<file path="config.mk">
export PLATFORM = sky130hd
export DESIGN_NAME = guess_round_ctrl
export DESIGN_NICKNAME = d
export VERILOG_FILES = /design/src/rtl/guess_round_ctrl.sv
export SDC_FILE = /design/constraint.sdc
export NUM_CORES = 1
export LEC_CHECK = 0
export ABC_AREA = 0
export CORE_ASPECT_RATIO = 0.8
export CORE_MARGIN = 1
export CORE_UTILIZATION = 40
export CTS_BUF_LIST = sky130_fd_sc_hd__clkbuf_8
export DETAILED_ROUTE_END_ITERATION = 10
export GPL_TIMING_DRIVEN = 0
export SETUP_SLACK_MARGIN = 0.5
export SLEW_MARGIN = 20
export SYNTH_ARGS = -nofsm -noshare
export SYNTH_HDL_FRONTEND = slang
export SYNTH_SLANG_ARGS = --single-unit
</file>
<file path="constraint.sdc">
create_clock -name CLK -period 3.5 [get_ports CLK]
set_clock_uncertainty 0.05 [all_clocks]
set_input_delay 0.35 -clock CLK [delete_from_list [all_inputs] [get_ports CLK]]
set_output_delay 0.35 -clock CLK [all_outputs]
set_load 0.02 [all_outputs]
</file>
<file path="src/rtl/guess_round_ctrl.sv">
`timescale 1ns/1ps
// guess_round_ctrl: round sequencer for the LED-guessing game (FSM, phase timers, score counters)
//   CLK        in   system clock
//   RST        in   asynchronous active-low reset
//   tick       in   one-cycle enable pulse from the clock divider
//   key_n      in   raw active-low button, asynchronous to CLK
//   match      in   comparator result, used in EVAL only
//   pat_load   out  one-cycle pulse on the first SHOW cycle
//   leds_show  out  high throughout SHOW
//   reveal_on  out  REVEAL blink phase (timer bit 2)
//   score_upd  out  one-cycle pulse on the first REVEAL cycle
//   rounds     out  rounds played (saturating at 15)
//   rounds_ok  out  rounds guessed correctly (saturating at 15)
//   game_over  out  high in DONE
//   state_oh   out  one-hot state, bit n = state n
// Optional: GUESS_ROUND_CTRL_DIFFICULTY_EN shortens SHOW by one tick per correct round, floored at 1.
module guess_round_ctrl #(
   parameter int SHOW_TICKS        = 5,
   parameter int GUESS_TICKS       = 500,
   parameter int REVEAL_FAIL_TICKS = 96,
   parameter int REVEAL_PASS_TICKS = 48,
   parameter int MAX_ROUNDS        = 8
) (
   input  logic       CLK,
   input  logic       RST,
   input  logic       tick,
   input  logic       key_n,
   input  logic       match,
   output logic       pat_load,
   output logic       leds_show,
   output logic       reveal_on,
   output logic       score_upd,
   output logic [3:0] rounds,
   output logic [3:0] rounds_ok,
   output logic       game_over,
   output logic [5:0] state_oh
);
   typedef enum logic [2:0] {IDLE, SHOW, GUESS, EVAL, REVEAL, DONE} state_t;
   state_t      state_q, state_d;
   logic [15:0] timer_q, timer_d, show_len;
   logic [3:0]  rounds_q, rounds_d, ok_q, ok_d;
   logic        k1_q, k2_q, k3_q, press;
   logic        pat_load_q, leds_show_q, reveal_on_q, score_upd_q, game_over_q;
   logic [5:0]  state_oh_q;

   // falling edge of the synchronised key: k3 still released, k2 already pressed
   assign press = k3_q & ~k2_q;

`ifdef GUESS_ROUND_CTRL_DIFFICULTY_EN
   logic [15:0] show_len_q, show_len_d;
   assign show_len_d = (state_q == EVAL && match && show_len_q > 16'd1) ? show_len_q - 16'd1 : show_len_q;
   assign show_len   = show_len_q;
   always_ff @(posedge CLK or negedge RST)
      if (!RST) show_len_q <= 16'(SHOW_TICKS);
      else      show_len_q <= show_len_d;
`else
   assign show_len = 16'(SHOW_TICKS);
`endif

   always_comb begin
      state_d  = state_q;
      timer_d  = timer_q;
      rounds_d = rounds_q;
      ok_d     = ok_q;
      unique case (state_q)
         IDLE: if (press) begin
            state_d = SHOW;
            timer_d = show_len;
         end
         SHOW: if (tick) begin
            state_d = timer_q == 16'd0 ? GUESS : SHOW;
            timer_d = timer_q == 16'd0 ? 16'(GUESS_TICKS) : timer_q - 16'd1;
         end
         GUESS: if (press) state_d = EVAL;
            else if (tick) begin
               state_d = timer_q == 16'd0 ? EVAL : GUESS;
               timer_d = timer_q == 16'd0 ? timer_q : timer_q - 16'd1;
            end
         EVAL: begin
            state_d  = REVEAL;
            rounds_d = rounds_q + 4'(rounds_q != 4'd15);
            ok_d     = ok_q + 4'(match && ok_q != 4'd15);
            timer_d  = match ? 16'(REVEAL_PASS_TICKS) : 16'(REVEAL_FAIL_TICKS);
         end
         REVEAL: if (tick) begin
            state_d = timer_q != 16'd0 ? REVEAL : (rounds_q == 4'(MAX_ROUNDS) ? DONE : IDLE);
            timer_d = timer_q == 16'd0 ? timer_q : timer_q - 16'd1;
         end
         default: ;
      endcase
   end

   // outputs are computed from next-state values so they line up with the state register
   always_ff @(posedge CLK or negedge RST) begin
      if (!RST) begin
         {k3_q, k2_q, k1_q} <= 3'b111;
         state_q     <= IDLE;
         timer_q     <= '0;
         rounds_q    <= '0;
         ok_q        <= '0;
         pat_load_q  <= 1'b0;
         leds_show_q <= 1'b0;
         reveal_on_q <= 1'b0;
         score_upd_q <= 1'b0;
         game_over_q <= 1'b0;
         state_oh_q  <= 6'b000001;
      end else begin
         {k3_q, k2_q, k1_q} <= {k2_q, k1_q, key_n};
         state_q     <= state_d;
         timer_q     <= timer_d;
         rounds_q    <= rounds_d;
         ok_q        <= ok_d;
         pat_load_q  <= state_d == SHOW && state_q != SHOW;
         leds_show_q <= state_d == SHOW;
         reveal_on_q <= state_d == REVEAL && timer_d[2];
         score_upd_q <= state_q == EVAL;
         game_over_q <= state_d == DONE;
         state_oh_q  <= 6'd1 << state_d;
      end
   end

   assign pat_load  = pat_load_q;
   assign leds_show = leds_show_q;
   assign reveal_on = reveal_on_q;
   assign score_upd = score_upd_q;
   assign rounds    = rounds_q;
   assign rounds_ok = ok_q;
   assign game_over = game_over_q;
   assign state_oh  = state_oh_q;
endmodule
</file>
==> flow_results.org, run 1 <==
** Cells and area
- Inserted Diodes :: 0
- Final std cell area, no fill :: 2710 um2
- In the final design database the tool counted 291 nets.
- Leaving out fill and tap cells, the most frequent cell in the layout is dfrtp_1.
- Layout cell share with drive strength beyond 1 :: 0.114
- In the layout the commonest cells are 35 x dfrtp_1, 22 x clkdlybuf4s50_1, 20 x a21oi_1.
- Relative area change from synthesis to final layout :: 19.4%
- At the end of the flow the core is filled with cells to 0.497.

** Logic synthesis
- The number of nets handed over by synthesis was 259.
- Async set or reset register ratio after synthesis :: 1.00
- Warnings, synthesis :: 0
- After synthesis the netlist holds a flip-flop and latch count of 39.
- Counting flops with a built-in enable in the synthesized netlist gives 0.
- Counting distinct cell types in the post-synthesis netlist gives 57.
- Mean instance size in the synthesized netlist :: 9.16 um2
- For this run, the register share of the synthesized area comes to 0.432.
- After synthesis the cells add up to 2270 um2.
- The cell count after synthesis came out at 248.
- For this run, the leading register cell type out of synthesis is dfrtp_1.

** Global routing
- Total routing usage reported by global routing :: 0.198
- Total grt overflow :: 0
- The initial antenna violation count came to 0.
- Wire length of the first global-routing pass :: 9280 um
- Largest net degree at the start of global routing :: 24
- The number of global-route vias before repair came to 1835.

** Critical path
- Classification of the worst setup path :: register to register
- Setup slack on the worst reg-to-reg path comes out at 0.88 ns.
- At the worst endpoint, the required time is 3.69 ns.
- STA classifies the critical path startpoint as a register.
- For the worst setup path, the data arrival time is 2.81 ns.
- The worst setup path is captured at a register.
- In this run the worst path has a maximum fanout of 8.

** Placed design
- The wire-length estimate of the detail-placed layout is 3910 um.
- Buffers placed on the I/O ports in this run total 23.
- At the end of routability-driven placement, the weighted congestion stood at 0.874.
- Once placement finished, the instance area stood at 2620 um2.

** Clock network
- The later pin in the worst-skew pair is clocked with a latency of 0.29 ns.
- TritonCTS created 5 clock buffers.
- TritonCTS built the clock tree.
- Clock Path Buffers :: 2
- In this run the number of H-tree levels came out at 2.
- Clock-pin slew was measured on the worst setup and hold paths at 0.08 ns.
- Buffer count from post-CTS setup fixing :: 0
- The tree built by TritonCTS fans out to 39 sinks.
- CTS root buffer :: clkbuf_8

** Routing
- Once detail routing completed, the nets flagged for antenna violations numbered 0.
- The final layout contains routed wiring with a total length of 5340 um.
- Total DRC errors in the routed layout :: 0
- The first detailed-routing pass ran for 4 iterations.
- Via Count :: 1986
- Using the TritonRoute via totals, the vias-per-cell ratio works out to 5.53.
- Dividing the detail-routed wire length by the instance count gives 14.9 um.
- Iteration-0 DRC count of the detailed router :: 222

** Run status
- The flow ran to the end, and the final reports show no timing, DRC or antenna violations.

** Pwr
- Worst ir drop on vdd :: 0.000145 V
- Leak :: 1.13 nW
- Power Density :: 283 nW/um2

** STA
- Relative slew slack :: 0.412
- Based on the critical path, the design can be clocked at up to 382 MHz.
- Setup repair after global routing left no endpoint under its margin.
- Summed over all failing endpoints, the final setup total negative slack is 0 ns.
- For the pin with the worst max-slew slack, the measured transition is 0.882 ns.
- Dividing the final minimum period by the clock period gives 0.748.
- Counting I/O delays and the setup requirement, the final critical path takes 2.62 ns.
- The number of endpoints with negative hold slack in the final report is 0.
- The total count of max-transition violations in the final report was 0.
- Endpoints failing setup :: 0

** Floorplanning
- The die is 69.4 um tall.
- Top-level I/O count :: 24
- Initial standard-cell utilization of the core :: 0.416
- Core footprint :: 5470 um2
- Die area :: 5990 um2
- The floorplan has 24 rows.
- Measured along the x axis, the die boundary spans 86.3 um.

** Flow run
- Max-cap violations in this run came to 0.

** Min path
- The worst hold path belongs to the class register to register.
## where the power goes
group	switching [W]	total, W	internal, W
Sequential	0.000000843	0.000454	0.000454
Clock	0.000152	0.000286	0.000134
Combinational	0.0000180	0.0000283	0.0000103
Total	0.000171	0.000768	0.000598
## timing repair
action	CTS	global route
hold endpoints to repair	16	0
hold buffers	1	0
endpoints found under the setup margin	0	0
gates resized for setup	0	0
## state kept, by name, indices dropped and copies added, names as in the netlist
name       count
timer_q       16
state_oh       5
rounds         4
rounds_ok      4
state_q        3
game_over      1
k1_q           1
k2_q           1
k3_q           1
pat_load       1
reveal_on      1
score_upd      1
## worst paths after layout
path,startpoint,endpoint,cells past startpoint
worst max-delay path,timer_q[11],state_q[0],7
worst min-delay path,k1_q,k2_q,0
worst max register to register,timer_q[11],state_q[0],7
worst min register to register,k1_q,k2_q,0
max in group asynchronous,RST,k2_q,3
min in group asynchronous,RST,reveal_on,2
## through the flow
step | total power (W) | hold slack (ns) | setup WS, ns | cells
2_1_floorplan | 0.000471 | 0.00441 | 1.04 | 248
3_3_place_gp | 0.000488 | 0.297 | 0.938 | 349
3_5_place_dp | 0.000491 | 0.270 | 0.927 | 350
4_1_cts | 0.000777 | 0.311 | 0.913 | 359
5_1_grt | 0.000803 | 0.313 | 0.677 | 359
6_report | 0.000768 | 0.309 | 0.880 | 359
## cell type report
cell class	instances	area (um2)
clock inverter	3	12.5
tap	78	97.6
multi-input combinational	183	1170
inverter	10	37.5
buffer	16	80.1
timing repair buffer	25	263
fill	534	2750
sequential	39	981
clock buffer	5	68.8
## routing by layer
layer,share of wire,wire [um],GRT usage
met2,0.43,2320,0.287
met5,0,0,0
met4,0.0030,16,0.0500
met1,0.49,2640,0.294
met3,0.067,360,0.0512
## kinds of logic after synthesis
| kind of cell | share of synthesized area |
|---|---|
| AOI/OAI and AO/OA | 0.195 |
| xor gates and xnor gates | 0.0308 |
| adders and majority gates | 0.0330 |
| buffers and inverters | 0.0518 |
| DFF | 0.432 |
| muxes | 0.0286 |
| and+or+nand+nor | 0.229 |
## Yosys cell counts (all sizes together) (3+ instances only)
cell type | count | area (um2)
dfrtp | 35 | 876
o21ai | 22 | 114
a21oi | 20 | 100
nor2 | 19 | 71.3
nand2 | 16 | 60.1
clkbuf | 11 | 42.5
inv | 10 | 37.5
nor3 | 9 | 56.3
nor4 | 9 | 56.3
xnor2 | 8 | 70.1
a21o | 7 | 52.6
nand3 | 7 | 35.0
ha | 6 | 75.1
buf | 5 | 37.5
dfstp | 4 | 105
mux2 | 4 | 45.0
nand2b | 4 | 25.0
or3 | 4 | 30.0
or4 | 4 | 33.8
nand4 | 3 | 18.8
nor3b | 3 | 22.5
o31ai | 3 | 22.5
or2 | 3 | 18.8
## critical path, cell delays in order, from the launching register on
cell      delay, ns
dfrtp_1        0.47
or4_1          0.64
nor4_1         0.42
nor2b_1        0.20
clkbuf_1       0.31
a21oi_1        0.12
o32ai_1        0.24
a21o_1         0.11
(Power assumes the default switching activity.)
==> run 2, diff against run 1 <==
Clock period 3.5 ns to 2.73 ns, I/O delays scaled along.
==> run 2 against run 1 <==
  * Via count increased by 8.3%
  * Total power up 37%
  * Die area unchanged
  * Final area up 17%
  * Highest routed layer unchanged
  * Largest cell class unchanged
  * Global-route usage fell by 0.082 points
  * Critical path type unchanged
==> flow_results.org, run 2 (synthesis results as in run 1) <==
** Run status
- The flow ran to the end, and the final reports show no timing, DRC or antenna violations.

** Routing
- Routed wire length :: 6030 um
- Iteration count of the initial detailed-routing pass :: 4
- Vias per Instance :: 5.57
- Iteration-0 DRC count of the detailed router :: 166
- The detail route stage leaves a number of antenna-violating nets equal to 0.
- After detailed routing, the number of remaining DRC violations is 0.
- Via Count :: 2151
- After detailed routing, the average wire length per cell comes to 15.6 um.

** Floorplanning
- Die area :: 5990 um2
- Core footprint :: 5470 um2
- From left edge to right edge, the die measures 86.3 um.
- Cell Rows :: 24
- 24 I/O pins were placed.
- The floorplan step set the die height to 69.4 um.
- For this configuration, the core starts out at a cell density of 0.416.

** Pwr
- Overall power consumption after layout is estimated at 0.00105 W.
- Leak :: 1.31 nW
- Power Density :: 332 nW/um2
- IR analysis of the VDD net gives a maximum drop of 0.000172 V.

** Cells and area
- Combined flip-flop and latch cell area :: 982 um2
- Relative area change from synthesis to final layout :: 39.9%
- Register ranked first by flip-flop count :: timer_q
- Inserted Diodes :: 0
- NumNets Final :: 318
- Multi-input combinational cell area :: 1390 um2
- The library cell used most frequently in the layout, excluding fill and tap cells, is dfrtp_1.
- Fillcell total :: 476
- The register with the most flip-flops in the layout has 16 of them.
- Commonest cells after routing, fill and taps aside :: 34 x dfrtp_1, 28 x buf_4, 22 x clkdlybuf4s50_1
- In the final layout, the share of cells above drive strength 1 is 0.312.

** Min path
- Worst hold path class :: register to register
- Hold Crit Depth :: 0

** Critical path
- STA classifies the critical path startpoint as a register.
- STA puts the critical path data arrival time at 2.60 ns.
- At the worst endpoint, the required time is 2.86 ns.
- The worst setup path is captured at a register.
- Of all nets on the critical path, the largest fanout is 4.
- The critical path in this run is classified as register to register.
- Cell count of the worst reg-to-reg path :: 6

** Clock network
- Inserted Clock Buffers :: 5
- TritonCTS built the clock tree.
- CTS placed an instance of clkbuf_8 at the clock tree root.
- The clock net in this run drives a total of 39 sinks.
- For the worst-skew pair, the clock arrives at the later sink with an insertion delay of 0.29 ns.
- Clock Path Buffers :: 2
- Clock slew at reported path FFs :: 0.08 ns
- The H-tree was split into 2 levels.

** STA
- Worst-case setup margin in the final layout :: 0.265 ns
- Setup violations remaining at the end of the flow were counted as 0.
- Final sum of negative setup slack :: 0 ns
- Final count of hold timing violations :: 0
- Post-Route Hold Slack :: 0.304 ns
- Final slew viol count :: 0
- Of the available clock period, the critical path in the final layout requires 0.903.
- The worst path in the final design needs a cycle of 2.47 ns, including I/O delays and setup.
- Max Clock Freq :: 406 MHz
- Relative slew slack :: 0.478
- Setup repair after global routing could not meet its margin everywhere.
- Slew at the pin closest to its max-slew limit :: 0.773 ns

** Global routing
- Largest net degree at the start of global routing :: 26
- Total routing usage reported by global routing :: 0.197
- Initial antenna violation count :: 0
- The number of global-route vias before repair was 1846.
- The first global-routing pass estimated 9360 um of wire.
- Total grt overflow :: 0

** Placed design
- DP HPWL :: 3780 um
- Timing analysis after detailed placement gives a worst setup slack of 0.178 ns.
- Count of input and output buffers :: 23
- The congestion estimate from routability-driven global placement came to 0.854.

** Flow run
- Max Cap Viol :: 0
-- run 2: worst paths after layout --
path | start | to | slack, ns
worst max-delay path | timer_q[0] | timer_q[13] | 0.26
worst min register to register | k1_q | k2_q | 0.30
worst min-delay path | k1_q | k2_q | 0.30
min in group asynchronous | RST | reveal_on | 0.37
worst max register to register | timer_q[0] | timer_q[13] | 0.26
max in group asynchronous | RST | k1_q | 1.73
-- run 2: area by class of cell --
type / count / area share
multi-input combinational: 183 / 0.437
timing repair buffer: 52 / 0.146
clock inverter: 1 / 0.00118
inverter: 10 / 0.0126
sequential: 39 / 0.309
buffer: 16 / 0.0331
clock buffer: 7 / 0.0303
tap: 78 / 0.0307
-- run 2: per-stage QoR --
stage / std cells / util / instance area (um2)
6_report: 386 / 0.582 / 3180
5_1_grt: 386 / 0.582 / 3180
4_1_cts: 365 / 0.519 / 2840
3_5_place_dp: 350 / 0.479 / 2620
3_3_place_gp: 349 / 0.476 / 2600
2_1_floorplan: 248 / - / 2280
-- run 2: worst max-delay path: stages, from the launching register on --
cell     delay, ns
dfrtp_1       0.39
or4_4         0.55
or3_4         0.40
or4b_4        0.53
nor3_4        0.13
mux2i_1       0.24
o21ai_2       0.06
-- run 2: what timing repair did --
item / CTS / global route
resized for setup: 17 / 50
pin swaps: 7 / 17
hold buffers: 1 / 0
buffers inserted: 6 / 20
hold endpoints to repair: 14 / 0
cloned: 0 / 1
endpoints found under the setup margin: 24 / 22
-- run 2: power breakdown --
| part | switching [W] | internal (W) | total [W] | leakage, nW |
|---|---|---|---|---|
| registers | 0.00000104 | 0.000581 | 0.000582 | 0.493 |
| clock network | 0.000206 | 0.000227 | 0.000433 | 0.0557 |
| logic | 0.0000252 | 0.0000135 | 0.0000388 | 0.761 |
-- run 2: layer usage --
metal / vias to the layer above / GRT usage / wire length, um
li1: 1031 / - / -
met1: 1025 / 0.304 / 2840
met2: 85 / 0.282 / 2740
met3: 10 / 0.0452 / 387
met4: 0 / 0.0389 / 59
met5: - / 0 / 0
==> run 3, diff against run 2 <==
Settings changed: CAP_MARGIN set to 20, CORE_MARGIN 1 to not set.
==> results of run 3 <==
No change in the layout: final DEF, timing and power equal those of run 2.
